`src/rtl/fpu_pkg.sv`:
```
// Shared definitions for the FPU sequencing units: FSM encoding, IEEE-754
// single-precision special constants and a magnitude zero-detect helper.
package fpu_pkg;

  typedef enum logic [1:0] {
    IDLE = 2'd0,
    EXEC = 2'd1,
    RESP = 2'd2
  } fdiv_state_t;

  localparam logic [31:0] FP32_QNAN    = 32'h7FC0_0000;
  localparam logic [7:0]  FP32_EXP_INF = 8'hFF;

  // True for +0/-0 (sign bit ignored).
  function automatic logic fp32_mag_zero(input logic [31:0] x);
    return (x[30:0] == 31'd0);
  endfunction

endpackage

```
`src/rtl/rr_arbiter.sv`:
```
// Combinational round-robin arbiter: one-hot grant to the first requesting
// index after `last`, wrapping modulo NREQ.
module rr_arbiter #(
  parameter  int unsigned NREQ = 2,
  localparam int unsigned IDW  = $clog2(NREQ)
) (
  input  logic [NREQ-1:0] req,
  input  logic [IDW-1:0]  last,
  output logic [NREQ-1:0] grant
);

  int unsigned idx;
  logic        hit;

  always_comb begin
    grant = '0;
    hit   = 1'b0;
    idx   = 0;
    for (int unsigned k = 1; k <= NREQ; k++) begin
      idx = (32'(last) + k) % NREQ;
      if (!hit && req[IDW'(idx)]) begin
        grant[IDW'(idx)] = 1'b1;
        hit              = 1'b1;
      end
    end
  end

endmodule

```
`src/rtl/fdiv_scheduler.sv`:
```
// Shares one FP32 divider among NREQ requesters: round-robin accept, holds
// operands for DIV_LAT cycles, returns the quotient with the owner's index.
module fdiv_scheduler
  import fpu_pkg::*;
#(
  parameter  int unsigned XLEN    = 32,
  parameter  int unsigned NREQ    = 2,
  parameter  int unsigned DIV_LAT = 4,
  localparam int unsigned IDW     = $clog2(NREQ)
) (
  input  logic                 clk,
  input  logic                 rst,
  input  logic [NREQ-1:0]      req_valid,
  output logic [NREQ-1:0]      req_ready,
  input  logic [NREQ*XLEN-1:0] req_a,
  input  logic [NREQ*XLEN-1:0] req_b,
  output logic [XLEN-1:0]      div_a,
  output logic [XLEN-1:0]      div_b,
  input  logic [XLEN-1:0]      div_result,
  output logic                 resp_valid,
  input  logic                 resp_ready,
  output logic [XLEN-1:0]      resp_data,
  output logic [IDW-1:0]       resp_id
);

  localparam int unsigned CNTW = (DIV_LAT > 1) ? $clog2(DIV_LAT) : 1;

  fdiv_state_t     state_q, state_d;
  logic [IDW-1:0]  last_q, last_d;
  logic [IDW-1:0]  resp_id_q, resp_id_d;
  logic [CNTW-1:0] cnt_q, cnt_d;
  logic [XLEN-1:0] div_a_q, div_a_d;
  logic [XLEN-1:0] div_b_q, div_b_d;
  logic [XLEN-1:0] resp_data_q, resp_data_d;
  logic            resp_valid_q, resp_valid_d;

  logic [NREQ-1:0] grant;
  logic [IDW-1:0]  sel_id;
  logic [XLEN-1:0] sel_a, sel_b;
  logic            accept;
  logic [XLEN-1:0] a_arr [NREQ];
  logic [XLEN-1:0] b_arr [NREQ];

  for (genvar g = 0; g < NREQ; g++) begin : g_unpack
    assign a_arr[g] = req_a[g*XLEN +: XLEN];
    assign b_arr[g] = req_b[g*XLEN +: XLEN];
  end

  rr_arbiter #(.NREQ(NREQ)) u_arb (
    .req   (req_valid),
    .last  (last_q),
    .grant (grant)
  );

  // Only combinational output: grant is offered while idle and out of reset.
  assign req_ready = (state_q == IDLE && !rst) ? grant : '0;
  assign accept    = |req_ready;

  always_comb begin
    sel_id = '0;
    for (int unsigned i = 0; i < NREQ; i++) begin
      if (grant[IDW'(i)]) sel_id = IDW'(i);
    end
    sel_a = a_arr[sel_id];
    sel_b = b_arr[sel_id];
  end

  always_comb begin
    state_d     = state_q;
    last_d      = last_q;
    resp_id_d   = resp_id_q;
    cnt_d       = cnt_q;
    div_a_d     = div_a_q;
    div_b_d     = div_b_q;
    resp_data_d = resp_data_q;
    case (state_q)
      IDLE: begin
        if (accept) begin
          div_a_d   = sel_a;
          div_b_d   = sel_b;
          resp_id_d = sel_id;
          last_d    = sel_id;
          // x/0 never reaches the divider: answer is NaN or signed infinity.
          if (fp32_mag_zero(sel_b)) begin
            resp_data_d = fp32_mag_zero(sel_a) ? FP32_QNAN
                                               : {sel_a[31] ^ sel_b[31], FP32_EXP_INF, 23'd0};
            state_d     = RESP;
          end else begin
            cnt_d   = CNTW'(DIV_LAT - 1);
            state_d = EXEC;
          end
        end
      end
      EXEC: begin
        if (cnt_q == '0) begin
          resp_data_d = div_result;
          state_d     = RESP;
        end else begin
          cnt_d = cnt_q - CNTW'(1);
        end
      end
      RESP: begin
        if (resp_ready) state_d = IDLE;
      end
      default: state_d = IDLE;
    endcase
    resp_valid_d = (state_d == RESP);
  end

  always_ff @(posedge clk or posedge rst) begin
    if (rst) begin
      state_q      <= IDLE;
      last_q       <= IDW'(NREQ - 1);
      resp_id_q    <= '0;
      cnt_q        <= '0;
      div_a_q      <= '0;
      div_b_q      <= '0;
      resp_data_q  <= '0;
      resp_valid_q <= 1'b0;
    end else begin
      state_q      <= state_d;
      last_q       <= last_d;
      resp_id_q    <= resp_id_d;
      cnt_q        <= cnt_d;
      div_a_q      <= div_a_d;
      div_b_q      <= div_b_d;
      resp_data_q  <= resp_data_d;
      resp_valid_q <= resp_valid_d;
    end
  end

  assign div_a      = div_a_q;
  assign div_b      = div_b_q;
  assign resp_valid = resp_valid_q;
  assign resp_data  = resp_data_q;
  assign resp_id    = resp_id_q;

endmodule

```
`config.mk`:
```
export PLATFORM = sky130hd
export DESIGN_NAME = fdiv_scheduler
export DESIGN_NICKNAME = d
export VERILOG_FILES = /design/src/rtl/fpu_pkg.sv /design/src/rtl/rr_arbiter.sv /design/src/rtl/fdiv_scheduler.sv
export SDC_FILE = /design/constraint.sdc
export NUM_CORES = 1
export LEC_CHECK = 0
export ABC_CLOCK_PERIOD_IN_PS = 3200
export BUFFER_PORTS_ARGS = -buffer_cell sky130_fd_sc_hd__buf_2
export CORE_MARGIN = 8
export CORE_UTILIZATION = 45
export DETAILED_ROUTE_END_ITERATION = 10
export PLACE_DENSITY = 0.8
export SETUP_SLACK_MARGIN = 0.2
export SLEW_MARGIN = 10
export SYNTH_ARGS = -nofsm -noshare
export SYNTH_HDL_FRONTEND = slang
export SYNTH_SLANG_ARGS = --single-unit
```
`constraint.sdc`:
```
create_clock -name clk -period 3.2 [get_ports clk]
set_input_delay 0.16 -clock clk [delete_from_list [all_inputs] [get_ports clk]]
set_output_delay 0.16 -clock clk [all_outputs]
set_load 0.03 [all_outputs]
```
* After elaboration in Yosys (flattened, before gate mapping)
Cells that the tools add are included.
Word-level totals: output and inout port bits 100, bits in registers 103, logic and storage cells 75, bits of input ports 165
Operators by class: equality and inequality tests 8, add/subtract/negate cells 3, reductions and logical operators 15, multiplexer cells 33, bitwise logic cells 3, magnitude comparators 5
Operators by type and width (count):
- 2-to-1 mux 32 bit | 10
- one-hot mux 32 bit (2 select lines) | 1
- zero test 31 bit | 2
- 2-to-1 mux 2 bit | 10
- 2-to-1 mux 1 bit | 8
- != test 2 bit, second input constant | 4
- AND reduction 4 bit | 2
- one-hot mux 2 bit (3 select lines) | 1
- == test 2 bit, second input constant | 2
- logical AND 1 bit | 4
- zero test 2 bit | 2
- less-than comparator 1 x 2 -> 1 bit, second input constant | 2
- one-hot mux 2 bit (2 select lines) | 1
- adder 1 bit, second input constant | 2
- demux 1 bit (select 1 bit) | 2
- == test 2 x 1 -> 1 bit, second input constant | 1
- >= comparator 1 bit, second input constant | 2
- >= comparator 2 bit, second input constant | 1
- zero test 1 bit | 2
- != test 2 x 1 -> 1 bit, second input constant | 1
- NOT 1 -> 2 bit | 1
- bitwise OR 2 bit | 1
- AND reduction 2 bit | 1
- nonzero test 2 bit | 1
- other kinds (3) | 3

* Longest topological paths before layout
word-level depth 18, depth in mapped cells 8, depth with buffers taken out 6

* Cells and area by module
From an unflattened synthesis, not the netlist that was laid out.
Second synthesis, totals: cell total of the unflattened synthesis 512, area total of the unflattened synthesis 4875.9 µm²
Modules (own cells, without submodules):
- fdiv_scheduler | cells each 509, seq. area each 2578.7 µm², area each 4857.2 µm², instances 1
- rr_arbiter | cells each 3, seq. area each 0.0 µm², area each 18.8 µm², instances 1

* Worst setup path after synthesis
Ideal clock, no wire load.
path type reg2reg, from reg last_q, to reg resp_data_q[23] (netlist: resp_data[23]), library setup time 127 ps, cell stages (with the launch flop) 8, data required time 3073 ps, arrival 2223 ps, clock period less this slack 2350 ps, buffers on the path 2, slack 850 ps, cell sequence dfstp_2 > a21bo_2 > nand4_1 > a222oi_1 > a21o_1 > buf_4 > buf_8 > mux2_1
Between the ends: cells in the longest elaborated chain, start to end 16, elaborated cells on any way between the ends 33, classes of those cells 2 x add/sub; 4 x order compare; 2 x eq/ne; 16 x mux; 2 x bitwise; 7 x reduce/logical
RTL lines:
- from (decl) | line fdiv_scheduler.sv:29 | logic [IDW-1:0] last_q, last_d;
- from (signal assigned) | line fdiv_scheduler.sv:113 | last_q <= IDW'(NREQ - 1);
- from (signal assigned) | line fdiv_scheduler.sv:122 | last_q <= last_d;
- adder 1 bit | line rr_arbiter.sv:20 | idx = (32'(last) + k) % NREQ;
- less-than comparator 1 x 2 -> 1 bit (not written as such) / >= comparator 1 bit (equally long branches) | line rr_arbiter.sv:22 | grant[IDW'(idx)] = 1'b1;
- logical AND 1 bit (not written as such) | line rr_arbiter.sv:22
- 2-to-1 mux 1 bit (not written as such) | line rr_arbiter.sv:22
- demux 1 bit (select 1 bit)
- 2-to-1 mux 2 bit | line rr_arbiter.sv:21 | if (!hit && req[IDW'(idx)]) begin
- bitwise OR 2 bit (no source line)
- 2-to-1 mux 2 bit (*) | line rr_arbiter.sv:21
- 2-to-1 mux 1 bit | line fdiv_scheduler.sv:62 | if (grant[IDW'(i)]) sel_id = IDW'(i);
- NOT 1 -> 2 bit (not written as such) | line fdiv_scheduler.sv:65 | sel_b = b_arr[sel_id];
- 2-to-1 mux 32 bit (not written as such) (3 in series) | line fdiv_scheduler.sv:65
- zero test 31 bit | line fpu_pkg.sv:16 | return (x[30:0] == 31'd0);
- != test 2 x 1 -> 1 bit (no source line)
- AND reduction 4 bit (no source line) (*)
- to (signal assigned) | line fdiv_scheduler.sv:127 | resp_data_q <= resp_data_d;
- to (decl) | line fdiv_scheduler.sv:34 | logic [XLEN-1:0] resp_data_q, resp_data_d;
Every way passes the cells marked *; elsewhere a longest branch is shown, timed or not. The select of a mux whose other input is x is not followed. A chain may end at the register's enable or synchronous reset.

* Final worst setup path
from reg last_q, to reg resp_data_q[30] (netlist: resp_data[30])
The elaborated chain is that of the path after synthesis.

==> metrics.md <==
| Metric | Value |
|---|---|
| Die width | 121 um |
| Final Wtd Congestion | 0.873 |
| Synth Instances | 572 |
| Sw Ratio | 0.484 |
| Number of I/O port buffers | 264 |
| Register-to-Register Setup Slack | 0.52 ns |
| #FFs+latches synth | 103 |
| Area Growth Syn to Fin | 33.8% |
| Io pins | 265 |
| Simple-gate share of the synthesized area | 0.245 |
| Setup CP Type | flip-flop to flip-flop |
| # fillers | 966 |
| Leak Pwr | 3.24 nW |
| # DRC | 0 |
| First-pass GRT wire length | 26000 um |
| Internal power | 3.50 mW |
| N_diodes | 0 |
| Vias per cell | 5.26 |
| VDD IR max | 0.541 mV |
| Post-DP HPWL | 13200 um |
| Compound-Gate Fraction of Synth Area | 0.114 |
| Starting Density | 0.459 |
| Worst slew margin | 0.604 |
| Final setup vio count | 0 |
| Post-synthesis mux area share | 0.0623 |
| Post-Synth XOR/XNOR Area | 0.00352 |
| Worst-Margin Slew | 0.589 ns |
| Max FO, Critical Path | 32 |
| Most frequent cells in the layout | buf_2 (264), nand2_1 (158), dfrtp_1 (102) |
| Max frequency | 0.373 GHz |
| Root buffer cell | clkbuf_8 |
| Drt pass-1 iters | 5 |
| Drt wl/cell | 17.6 um |
| Main combinational cell family by area after synthesis | simple AND/OR/NAND/NOR gates |
| Max-slew violations | 0 |
| Die ar. | 14700 um^2 |
| Overall power | 6.78 mW |
| Clock Power Share | 0.142 |
| Largest net degree at the start of global routing | 136 |
| Global route overflow | 0 |
| Ys async rst share | 1.00 |
| Clock Latency Late Sink | 0.36 ns |
| Maximum buffer depth of the clock tree | 2 |
| YS warnings | 0 |
| Die height | 121 um |
| Initial antenna violation count | 0 |
| Multi-input logic area | 2140 um^2 |
| Prevailing post-synth register cell | dfrtp_1 |
| Proportion of layout cells with a drive suffix above 1 | 0.361 |
| Most common cell after layout, fill and taps aside | buf_2 |
| Reg area | 2580 um^2 |
| Startpoint types | flip-flop |
| RSZ-0062 raised after global routing | no |
| Mapped cell area | 4980 um^2 |
| Logic pwr share | 0.520 |
| Worst min path class | input port to flip-flop |
| Clock-pin slew on the worst setup and hold paths | 0.11 ns |
| Register area share after synthesis | 0.518 |
| Total track usage | 0.222 |
| Min Tclk post-route | 2.68 ns |
| Switch Pwr | 3.28 mW |
| # nets final | 986 |
| Pwr per Cell Area | 1020 nW/um^2 |
| Final count of hold timing violations | 0 |
| Post_cts resized | 0 |
| # H-tree levels | 3 |
| Row count | 38 |
| WP data required | 3.46 ns |
| Post-synth EDFFs | 0 |
| Worst EP arrival | 2.94 ns |
| 1st-iter DRT viols | 444 |
| Max Cap Viol | 0 |
| Vias | 5078 |
| Vias in the first global route | 5012 |
| Syn_area_per_cell | 8.71 um^2 |
| Crit end category | flip-flop |
| Final wirelength | 16900 um |
| Sequential power share | 0.338 |
| CTS tree | yes |
| Post-route ant nets | 0 |
| Core area | 10800 um^2 |
| Setup_tns | 0 ns |
| Netlist cell types | 40 |
| TritonCTS buffer count | 9 |
| Worst Skew | 0.0193 ns |
| CTS Sinks | 103 |
| Outcome | complete, no violations |
| Crit share post-route | 0.837 |
| Post-Synth Adder-Cell Area | 0.00251 |
| Syn Nets | 738 |
-- power groups by stage --
| stage | sequential (mW) | clock (mW) | combinational (mW) |
|---|---|---|---|
| 2_1_floorplan | 3.50 | 0 | 1.22 |
| 3_3_place_gp | 2.29 | 0 | 3.50 |
| 3_5_place_dp | 2.32 | 0 | 3.56 |
| 4_1_cts | 2.29 | 0.980 | 3.56 |
| 5_1_grt | 2.37 | 1.04 | 3.79 |
| 6_report | 2.29 | 0.960 | 3.52 |
-- synthesized netlist by cell type (all sizes together) (2+ instances only) --
cell type	n	area share
nor4	29	0.036
and2	2	0.0025
nand2	158	0.12
a31oi	65	0.082
nor2	66	0.050
a221o	2	0.0040
a21oi	5	0.0050
buf	9	0.013
nand3	2	0.0020
nor3	9	0.0090
nand4	6	0.0075
dfrtp	102	0.51
nand2b	8	0.010
nor4b	2	0.0035
mux2i	22	0.044
mux2	8	0.018
inv	27	0.020
nor2b	2	0.0025
clkbuf	29	0.022
a211oi	2	0.0030
a21o	2	0.0030
-- area by class of cell --
cell class | instances | area share
clock buffer | 11 | 0.0227
timing repair buffer | 275 | 0.215
tap | 140 | 0.0263
sequential | 103 | 0.387
multi-input combinational | 404 | 0.321
inverter | 27 | 0.0156
clock inverter | 5 | 0.0128
-- cell families (layout without fill, tap and decap cells) --
group / Yosys count / after routing
compound gates: 85 / 85
buf+inv: 65 / 318
fa+ha+maj: 1 / 1
simple gates: 286 / 286
flops: 103 / 103
xor+xnor: 2 / 2
mux: 30 / 30
-- critical path, stage by stage (launching register included) --
cell and delay [ns]:
dfstp_2 0.59, a21bo_2 0.30, nand4_1 0.12, a222oi_1 0.54, buf_4 0.25, a21o_1 0.16, buf_12 0.24, mux2_2 0.36
-- metal layers --
metal  wire (um)  vias up  global-route usage
li1            -     2450                   -
met1        6890     2400               0.266
met2        8460      206               0.388
met3        1300       22              0.0540
met4         291        0              0.0648
met5           0        -                   0
-- state kept, by name, indices dropped and copies added (netlist names) --
register / flops
resp_id: 1
resp_valid: 1
resp_data: 32
cnt_q: 2
div_b: 32
div_a: 32
state_q: 2
last_q: 1
-- per-stage QoR --
step                setup slack, ns  hold WS, ns  area [um^2]  instances   util
floorplan                     0.338        0.223         4980        572      -
global placement              0.607        0.265         6420        948  0.592
detailed placement            0.552        0.263         6420        948  0.592
CTS                           0.556       0.0147         6660        965  0.615
global route                  0.437      0.00235         6660        965  0.615
finish                        0.521       0.0279         6660        965  0.615
-- final timing paths --
path / from / endpoint / cells past startpoint
setup / recovery: last_q / resp_data[30] / 7
hold / removal: div_result[2] / resp_data[2] / 3
setup reg to reg: last_q / resp_data[30] / 7
hold reg to reg: resp_data[26] / resp_data[26] / 1
max in group asynchronous: rst / last_q / 4
min in group asynchronous: rst / div_a[5] / 3
-- what timing repair did --
item                      CTS  global route
hold endpoints to repair   37             0
buffers inserted            0             0
hold buffers                1             0
No activity file was read; power rests on OpenSTA's default activity.
